**src/rtl/fetch_unit.sv**
```systemverilog
// Instruction-fetch stage: owns the PC, drives the instruction-memory address and
// aligns the registered read data into a {pc, instruction, valid} triple for decode.
`timescale 1ns/1ps
module fetch_unit #(
  parameter logic [31:0] RESET_PC = 32'h0000_0000,
  parameter logic [31:0] PC_STEP  = 32'd4
) (
  input  logic        clk,
  input  logic        rst_n,
  input  logic        stall,
  input  logic        branch_taken,
  input  logic [31:0] branch_target,
  input  logic        jump,
  input  logic [31:0] jump_target,
  output logic [31:0] address,
  input  logic [31:0] instruction_in,
  output logic [31:0] if_pc,
  output logic [31:0] if_pc_plus4,
  output logic [31:0] if_instruction,
  output logic        if_valid,
  output logic        misaligned,
  output logic [31:0] fetch_count
);

  logic [31:0] pc;
  logic [31:0] pc_q;
  logic        valid_q;
  logic        redirect;
  logic [31:0] raw_target;
  logic [31:0] target;

  // Branch outranks jump; the low address bits are dropped so the memory always sees a word address.
  always_comb begin
    redirect   = branch_taken | jump;
    raw_target = branch_taken ? branch_target : jump_target;
    target     = {raw_target[31:2], 2'b00};
  end

  // During a stall the held word is re-read so it is still on instruction_in next cycle.
  always_comb begin
    address = pc;
    if (redirect) begin
      address = target;
    end else if (stall) begin
      address = pc_q;
    end
  end

  assign if_pc          = pc_q;
  assign if_pc_plus4    = pc_q + 32'd4;
  assign if_instruction = instruction_in;
  assign if_valid       = valid_q & ~redirect;

  always_ff @(posedge clk or negedge rst_n) begin
    if (!rst_n) begin
      pc          <= RESET_PC;
      pc_q        <= RESET_PC;
      valid_q     <= 1'b0;
      misaligned  <= 1'b0;
      fetch_count <= 32'd0;
    end else begin
      if (redirect) begin
        pc_q    <= target;
        pc      <= target + PC_STEP;
        valid_q <= 1'b1;
        if (raw_target[1:0] != 2'b00) begin
          misaligned <= 1'b1;
        end
      end else if (!stall) begin
        pc_q    <= pc;
        pc      <= pc + PC_STEP;
        valid_q <= 1'b1;
      end
      if (if_valid && !stall) begin
        fetch_count <= fetch_count + 32'd1;
      end
    end
  end

endmodule
```
**config.mk**
```make
export PLATFORM = sky130hd
export DESIGN_NAME = fetch_unit
export DESIGN_NICKNAME = d
export VERILOG_FILES = /design/src/rtl/fetch_unit.sv
export SDC_FILE = /design/constraint.sdc
export NUM_CORES = 1
export LEC_CHECK = 0
export BUFFER_PORTS_ARGS = -buffer_cell sky130_fd_sc_hd__clkbuf_2
export CORE_MARGIN = 2
export CORE_UTILIZATION = 53
export DETAILED_ROUTE_END_ITERATION = 6
export PLACE_DENSITY = 0.89
export SLEW_MARGIN = 10
export SYNTH_ARGS = -nofsm -noshare
export SYNTH_HDL_FRONTEND = slang
export SYNTH_SLANG_ARGS = --single-unit
export TNS_END_PERCENT = 10
```
**constraint.sdc**
```tcl
create_clock -name clk -period 5.8 [get_ports clk]
set_input_delay 0.58 -clock clk [delete_from_list [all_inputs] [get_ports clk]]
set_output_delay 0.58 -clock clk [all_outputs]
set_load 0.05 [all_outputs]
```
# Word level (Yosys, flattened, before mapping)
# Cells that the tools add are included.
# Widths: inputs -> output; s select.
# classes
add_sub_neg,4
eq_ne,1
n_mux,7
bitwise_logic,3
reduce_logical,4
# op_table
operator,count
$mux 32,5
$add 32x3->32 const B,3
$add 32x1->32 const B,1
$mux 1,2
$ne 2x1->1 const B,1
$reduce_and 2->1,1
$reduce_bool 2->1,1
$and 1x1->1,1
$logic_and 1x1->1,1
$logic_not 1->1,1
$not 1->1,1
$or 1x1->1,1
# totals
ff_bits,98
in_bits,101
elab_cells,24

# Longest topological paths before layout
# Gate-level depths: netlist of run 1.
# depth
depth_word,4
ltp_mapped,11
mapped_depth_nobuf,9

# Worst setup path before layout of run 1
# OpenSTA, ideal clock, no wires.
# synth_timing
path_kind,flip-flop to output port
from,register pc_q[5] (netlist: if_pc[5])
to,output if_pc_plus4[27]
t_arrival_ns,2.960
required_ns,5.220
path_slack_ns,2.260
path_stages_with_launch,8
n_path_buf,0
path_cell_list,dfrtp_1 nand3_1 nor4_2 and4_1 and2b_1 nand4_1 nand2b_1 xnor2_1
# synth_between
elab_chain_len,1
# synth_rtl
item,line,source
start: declaration,26,logic [31:0] pc_q;
start signal: assignment,63,pc_q <= target;
start signal: assignment,70,pc_q <= pc;
$add 32x3->32,50,assign if_pc_plus4 = pc_q + 32'd4;
end: declaration,18,"output logic [31:0] if_pc_plus4,"
# No other way between the ends.

# Worst setup path in the final report of run 1
# layout_timing
from,register pc_q[2] (netlist: if_pc[2])
to,output if_pc_plus4[31]
# Same word-level chain as after synthesis.

==> impl_metrics.yaml, run 1 <==
drt:
  wire_per_inst_um: 16.0
  drt_pass1_iterations: 5
  drc_errors: 0
  route.vias.total: 5602
  routed_via_density: 5.65
  initialDrtViolationCount: 442
  drtAntennaViolNets: 0
  routed_wl_um: 15900
pwr:
  switching_share_pct: 41.9
  power_leakage_nw: 3.43
  seqPwrFrac_pct: 37.6
  pwr-share-clk_pct: 27.8
  power_density_nw_per_um2: 302
  irDropWorstVdd_v: 0.000233
  power_switching_uw: 920
  p_comb_share_pct: 34.6
  p_int_mw: 1.28
  total_power_mw: 2.20
synth:
  yosysTopAreaCell: "dfrtp_1"
  netlist.area_leader.share_pct: 38.6
  synth.area.top_cells: "dfrtp_1 (39%), nand2_1 (7.1%), xnor2_1 (7.0%)"
  yosysWarnings: 0
  avgSynthCellArea_um2: 8.93
  async_flop_share_pct: 100
  synth_nets: 800
  synth_edf_count: 0
  yosys_most_used_dff: "dfrtp_1"
  ys_ff_latch: 96
  yosys.cell_types.count: 49
  syn_area_um2: 6220
  synth_seq_area_share_pct: 38.6
  synth_cells: 696
sta:
  finClkSkew_ps: 5.41
  max_slew.worst_pin.slew_ps: 1090
  report.final.slew_viol_count: 0
  setup_tns_ps: 0
  worst_slack_ps: 1940
  rsz0062_at_grt: "no"
  timing.slew.headroom_pct: 27.1
  setup_viol: 0
  fmax_mhz: 259
  hold-worst-slack_ps: 220
  fin_crit_ps: 3860
  finalCritPeriodShare_pct: 66.5
  final_hold_viol_count: 0
finish:
  drive_gt1_share_pct: 29.1
  fin_area_um2: 7280
  n_fill_cell: 943
  syn2layout_area_growth_pct: 17.1
  fin_cells: 991
  final_common_cell: "clkbuf_2"
  seqCellArea_um2: 2400
  final_util_pct: 63.8
  most-common-layout-cells: "clkbuf_2 (195), nand2_1 (118), dfrtp_1 (96)"
  multi_input_comb_area_um2: 3330
  antenna_cells: 0
  layout.nets: 947
cts:
  clk_pin_slew_ps: 70
  insertion_delay_ps: 340
  cts_hold_buffers: 0
  post_cts_buffers: 0
  cts_made_buffers: 9
  cts_tree: "done"
  cts-root-buf: "clkbuf_16"
  clockBufferDepth: 2
  cts_resized: 0
  htree_levels: 3
  cts.sinks: 96
hold_path:
  hold_path.class: "primary input to async pin"
global_route:
  grt_max_degree: 69
  grt_use_total_pct: 25.5
  grt_pass1_wl_um: 26500
  overflow: 0
  grt_pass1_vias: 5427
  antenna_found_initial: 0
critical_path:
  worstSetupEndpointType: "primary output"
  cp_data_arrival_time_ps: 3280
  rrSetupSlack_ps: 3450
  crit_type: "register to primary output"
  worstRegToRegCells: 9
  regToRegStartpoint: "pc[2]$_DFFE_PN0P_"
  worstReg2RegEnd: "pc[26]$_DFFE_PN0P_"
  critPathLaunchType: "register"
  worstPathRequired_ps: 5220
  crit_fanout: 5
floorplan:
  row_count: 39
  core_um2: 11400
  dieWidth_um: 112
  design.die.area_um2: 12600
  io_pins: 263
  initial_utilization_pct: 54.4
  die_h_um: 112
place:
  place_inst: 975
  dp_slack_ps: 2210
  hpwl_um: 11800
  numPortBuffers: 198
  placed_cell_area_um2: 6980
  place.gp.congestion: 0.850
status:
  status: "finished clean"
job:
  maxCapViolCount: 0
-- synthesized netlist by cell type (all sizes together) (2+ instances only) --
master / n
nand2: 120
dfrtp: 96
o21ai: 59
xnor2: 50
buf: 47
nor3: 45
xor2: 36
a21oi: 34
mux2i: 30
nor2: 30
nand3: 29
o21a: 28
clkbuf: 19
nor4: 12
inv: 11
nand4: 11
and3: 9
and2: 3
and4: 3
ha: 3
nand2b: 3
nand4b: 3
nor3b: 3
o32a: 3
nor4b: 2
-- state kept, by name, summed over array words and instances, names as in the netlist --
name         count
fetch_count     32
if_pc           32
misaligned       1
pc              30
valid_q          1
-- power groups by stage --
| stage | registers (mW) | logic [mW] | clock network (mW) |
|---|---|---|---|
| floorplan | 0.966 | 0.494 | 0 |
| global placement | 0.835 | 0.750 | 0 |
| detailed placement | 0.837 | 0.762 | 0 |
| CTS | 0.826 | 0.763 | 0.624 |
| global route | 0.838 | 0.806 | 0.652 |
| finish | 0.827 | 0.759 | 0.611 |
-- layer usage --
metal | global-route usage [%] | vias to the layer above | wire (µm)
met5 | 0 | - | 0
li1 | - | 2665 | -
met2 | 43.6 | 227 | 7940
met3 | 5.45 | 26 | 1070
met1 | 32.7 | 2684 | 6610
met4 | 7.56 | 0 | 250
-- logic make-up after synthesis --
kind of cell / share of synthesized area [%]
AOI/OAI and AO/OA: 12.1
adders and majority gates: 0.604
and+or+nand+nor: 23.6
xor gates and xnor gates: 12.1
DFF: 38.6
muxes: 5.01
buffers and inverters: 7.91
-- worst max-delay path, cell delays in order (launching register included) --
cell and delay, ps:
dfrtp_1 510, nand3_1 280, nor4_2 550, and4_1 330, and2b_1 210, nand4_1 270
nor3_1 330, xor2_1 160, clkbuf_2 290
-- how the worst max path moves through the flow --
stage / startpoint / endpoint / slack [ps] / cells past startpoint
floorplan: if_pc[5]$_DFF_PN0_ / if_pc_plus4[27] / 2260 / 7
CTS: if_pc[2]$_DFF_PN0_ / if_pc_plus4[31] / 1960 / 8
global placement: if_pc[2]$_DFF_PN0_ / if_pc_plus4[31] / 2340 / 8
global route: if_pc[2]$_DFF_PN0_ / if_pc_plus4[28] / 1710 / 9
detailed placement: branch_taken / pc[25]$_DFFE_PN0P_ / 2210 / 9
finish: if_pc[2]$_DFF_PN0_ / if_pc_plus4[31] / 1940 / 8
-- final cells by class --
class	count	share of cell area, %
clock buffers	11	3.33
flip-flops and latches	96	33.0
inverters	11	0.567
multi-input cells	523	45.7
well taps	143	2.46
repair buffers	202	14.1
clock inverters	5	0.876
(Power assumes the default switching activity.)
==> run 2, diff against run 1 <==
--- a/config.mk
+++ b/config.mk
@@ -7,9 +7,9 @@
 export LEC_CHECK = 0
 export BUFFER_PORTS_ARGS = -buffer_cell sky130_fd_sc_hd__clkbuf_2
 export CORE_MARGIN = 2
-export CORE_UTILIZATION = 53
+export CORE_UTILIZATION = 44
 export DETAILED_ROUTE_END_ITERATION = 6
-export PLACE_DENSITY = 0.89
+export PLACE_DENSITY = 0.79
 export SLEW_MARGIN = 10
 export SYNTH_ARGS = -nofsm -noshare
 export SYNTH_HDL_FRONTEND = slang
==> constraint.sdc (replaced) <==
create_clock -name clk -period 3.1 [get_ports clk]
set_input_delay 0.31 -clock clk [delete_from_list [all_inputs] [get_ports clk]]
set_output_delay 0.31 -clock clk [all_outputs]
set_load 0.05 [all_outputs]
==> run 2 against run 1 <==
First-iteration DRC count is 43% lower. Critical endpoint unchanged. Worst hold slack worse by 240 ps. Register-to-register slack worse by 2700 ps. Final area is 4.7% higher. Final cell count is 5.1% higher. Clock power is 98% higher. The flow now finishes with violations (negative hold slack). Flip-flop and latch count stayed put. Non-clock buffer count is 15 higher. Clock skew hardly changed. Sequential power is 86% higher. Combinational power is 99% higher.
==> impl_metrics.yaml, run 2 (synthesis results as in run 1) <==
pwr:
  switching_share_pct: 41.6
  irDropWorstVdd_v: 0.000339
  power_leakage_nw: 3.58
  p_int_mw: 2.49
  p_comb_share_pct: 35.4
  seqPwrFrac_pct: 36.3
  total_power_mw: 4.26
  power_switching_mw: 1.77
  power_density_nw_per_um2: 558
  pwr-share-clk_pct: 28.4
sta:
  hold-worst-slack_ps: -19.8
  rsz0062_at_grt: "yes"
  setup_viol: 0
  final_hold_viol_count: 17
  fmax_mhz: 333
  finalCritPeriodShare_pct: 96.8
  fin_crit_ps: 3000
  finClkSkew_ps: 5.29
  max_slew.worst_pin.slew_ps: 688
  timing.slew.headroom_pct: 54.2
  report.final.slew_viol_count: 0
finish:
  drive_gt1_share_pct: 31.8
  fin_cells: 1042
  fin_area_um2: 7630
  most-common-layout-cells: "clkbuf_2 (184), nand2_1 (117), dfrtp_1 (93)"
  layout.nets: 962
  final_common_cell: "clkbuf_2"
  syn2layout_area_growth_pct: 22.7
  antenna_cells: 0
drt:
  route.vias.total: 5702
  wire_per_inst_um: 16.4
  drt_pass1_iterations: 5
  routed_via_density: 5.47
  routed_wl_um: 17100
  initialDrtViolationCount: 250
  drtAntennaViolNets: 0
  drc_errors: 0
cts:
  insertion_delay_ps: 360
  clockBufferDepth: 2
  clk_pin_slew_ps: 70
  cts-root-buf: "clkbuf_16"
  cts.sinks: 96
  cts_hold_buffers: 0
  cts_made_buffers: 9
  cts_tree: "done"
  htree_levels: 3
job:
  maxCapViolCount: 0
critical_path:
  crit_fanout: 6
  regToRegStartpoint: "pc[3]$_DFFE_PN0P_"
  crit_type: "register to primary output"
  worstSetupEndpointType: "primary output"
  worstRegToRegCells: 9
  worstPathRequired_ps: 2790
  worstReg2RegEnd: "pc[24]$_DFFE_PN0P_"
  critPathLaunchType: "register"
  cp_data_arrival_time_ps: 2690
  startpoint: "if_pc[8]$_DFF_PN0_"
  rrSetupSlack_ps: 790
  endpoint: "if_pc_plus4[31]"
floorplan:
  io_pins: 263
  core_um2: 13800
  dieWidth_um: 123
  design.die.area_um2: 15100
  initial_utilization_pct: 45.0
  row_count: 43
  die_h_um: 123
global_route:
  grt_pass1_wl_um: 27300
  overflow: 0
  grt_use_total_pct: 22.9
  grt_pass1_vias: 5485
  antenna_found_initial: 0
  grt_max_degree: 56
place:
  hpwl_um: 12700
  place_inst: 1025
  numPortBuffers: 198
  place.gp.congestion: 0.841
  placed_cell_area_um2: 7230
hold_path:
  hold_path.class: "primary input to async pin"
status:
  violations: "negative hold slack"
  status: "finished with violations"
==> run 2: cell types whose count changed in the layout (fill, tap and decap cells not counted), sizes merged <==
cell      delta
buf         +21
bufinv       +1
clkbuf       -8
clkinv       +2
clkinvlp     -1
inv          -1
==> run 2: metal layers <==
metal	GRT usage (%)	share of wire [%]	vias up
met5	0	0	-
met4	7.47	1.7	0
met3	5.76	7.8	29
met2	38.1	48	229
met1	29.1	42	2754
li1	-	-	2690
==> run 2: how the worst min path moves through the flow <==
stage	depth (start not counted)	end	start	slack, ps
finish	1	fetch_count[5]$_DFFE_PN0P_	rst_n	-20
global route	1	fetch_count[5]$_DFFE_PN0P_	rst_n	50
CTS	1	if_pc[0]$_DFF_PN0_	rst_n	20
detailed placement	1	fetch_count[5]$_DFFE_PN0P_	rst_n	400
global placement	1	fetch_count[6]$_DFFE_PN0P_	rst_n	390
floorplan	0	fetch_count[0]$_DFFE_PN0P_	rst_n	10
==> run 2: area by class of cell <==
class                   instances  area [µm²]
clock buffers                   9         225
multi-input cells             523        3390
fillers                      1276        6200
repair buffers                217        1250
clock inverters                 6        83.8
flip-flops and latches         96        2410
inverters                      11        41.3
well taps                     180         225
==> run 2: what timing repair did <==
item | CTS | global route
endpoints found under the setup margin | 8 | 8
endpoints found under the hold margin | 0 | 0
gates resized for setup | 10 | 14
pin swaps | 3 | 1
buffers inserted | 1 | 1
==> run 2: metrics by stage <==
step                TNS, ps  util, %  setup slack, ps  hold slack [ps]
global route          -21.6     55.2            -20.8             46.4
CTS                       0     54.9             3.93             15.9
detailed placement        0     52.3             68.2              404
finish                    0     55.2             98.8            -19.8
floorplan              -342        -             -169             14.4
global placement          0     52.3              194              391
==> run 2: power by group through the flow <==
stage	Combinational (mW)	Clock (mW)	Sequential [mW]
6_report	1.51	1.21	1.54
5_1_grt	1.60	1.27	1.56
4_1_cts	1.51	1.22	1.54
3_5_place_dp	1.50	0	1.56
3_3_place_gp	1.48	0	1.55
2_1_floorplan	0.925	0	1.81
==> run 2: worst max-delay path: stages (launching register included) <==
cell      delay (ps)
dfrtp_1          450
nand3_2          180
nor4_4           300
and4_2           310
and2b_1          210
nand4_1          110
buf_4            180
nor3_2           180
xor2_1           160
clkbuf_4         250
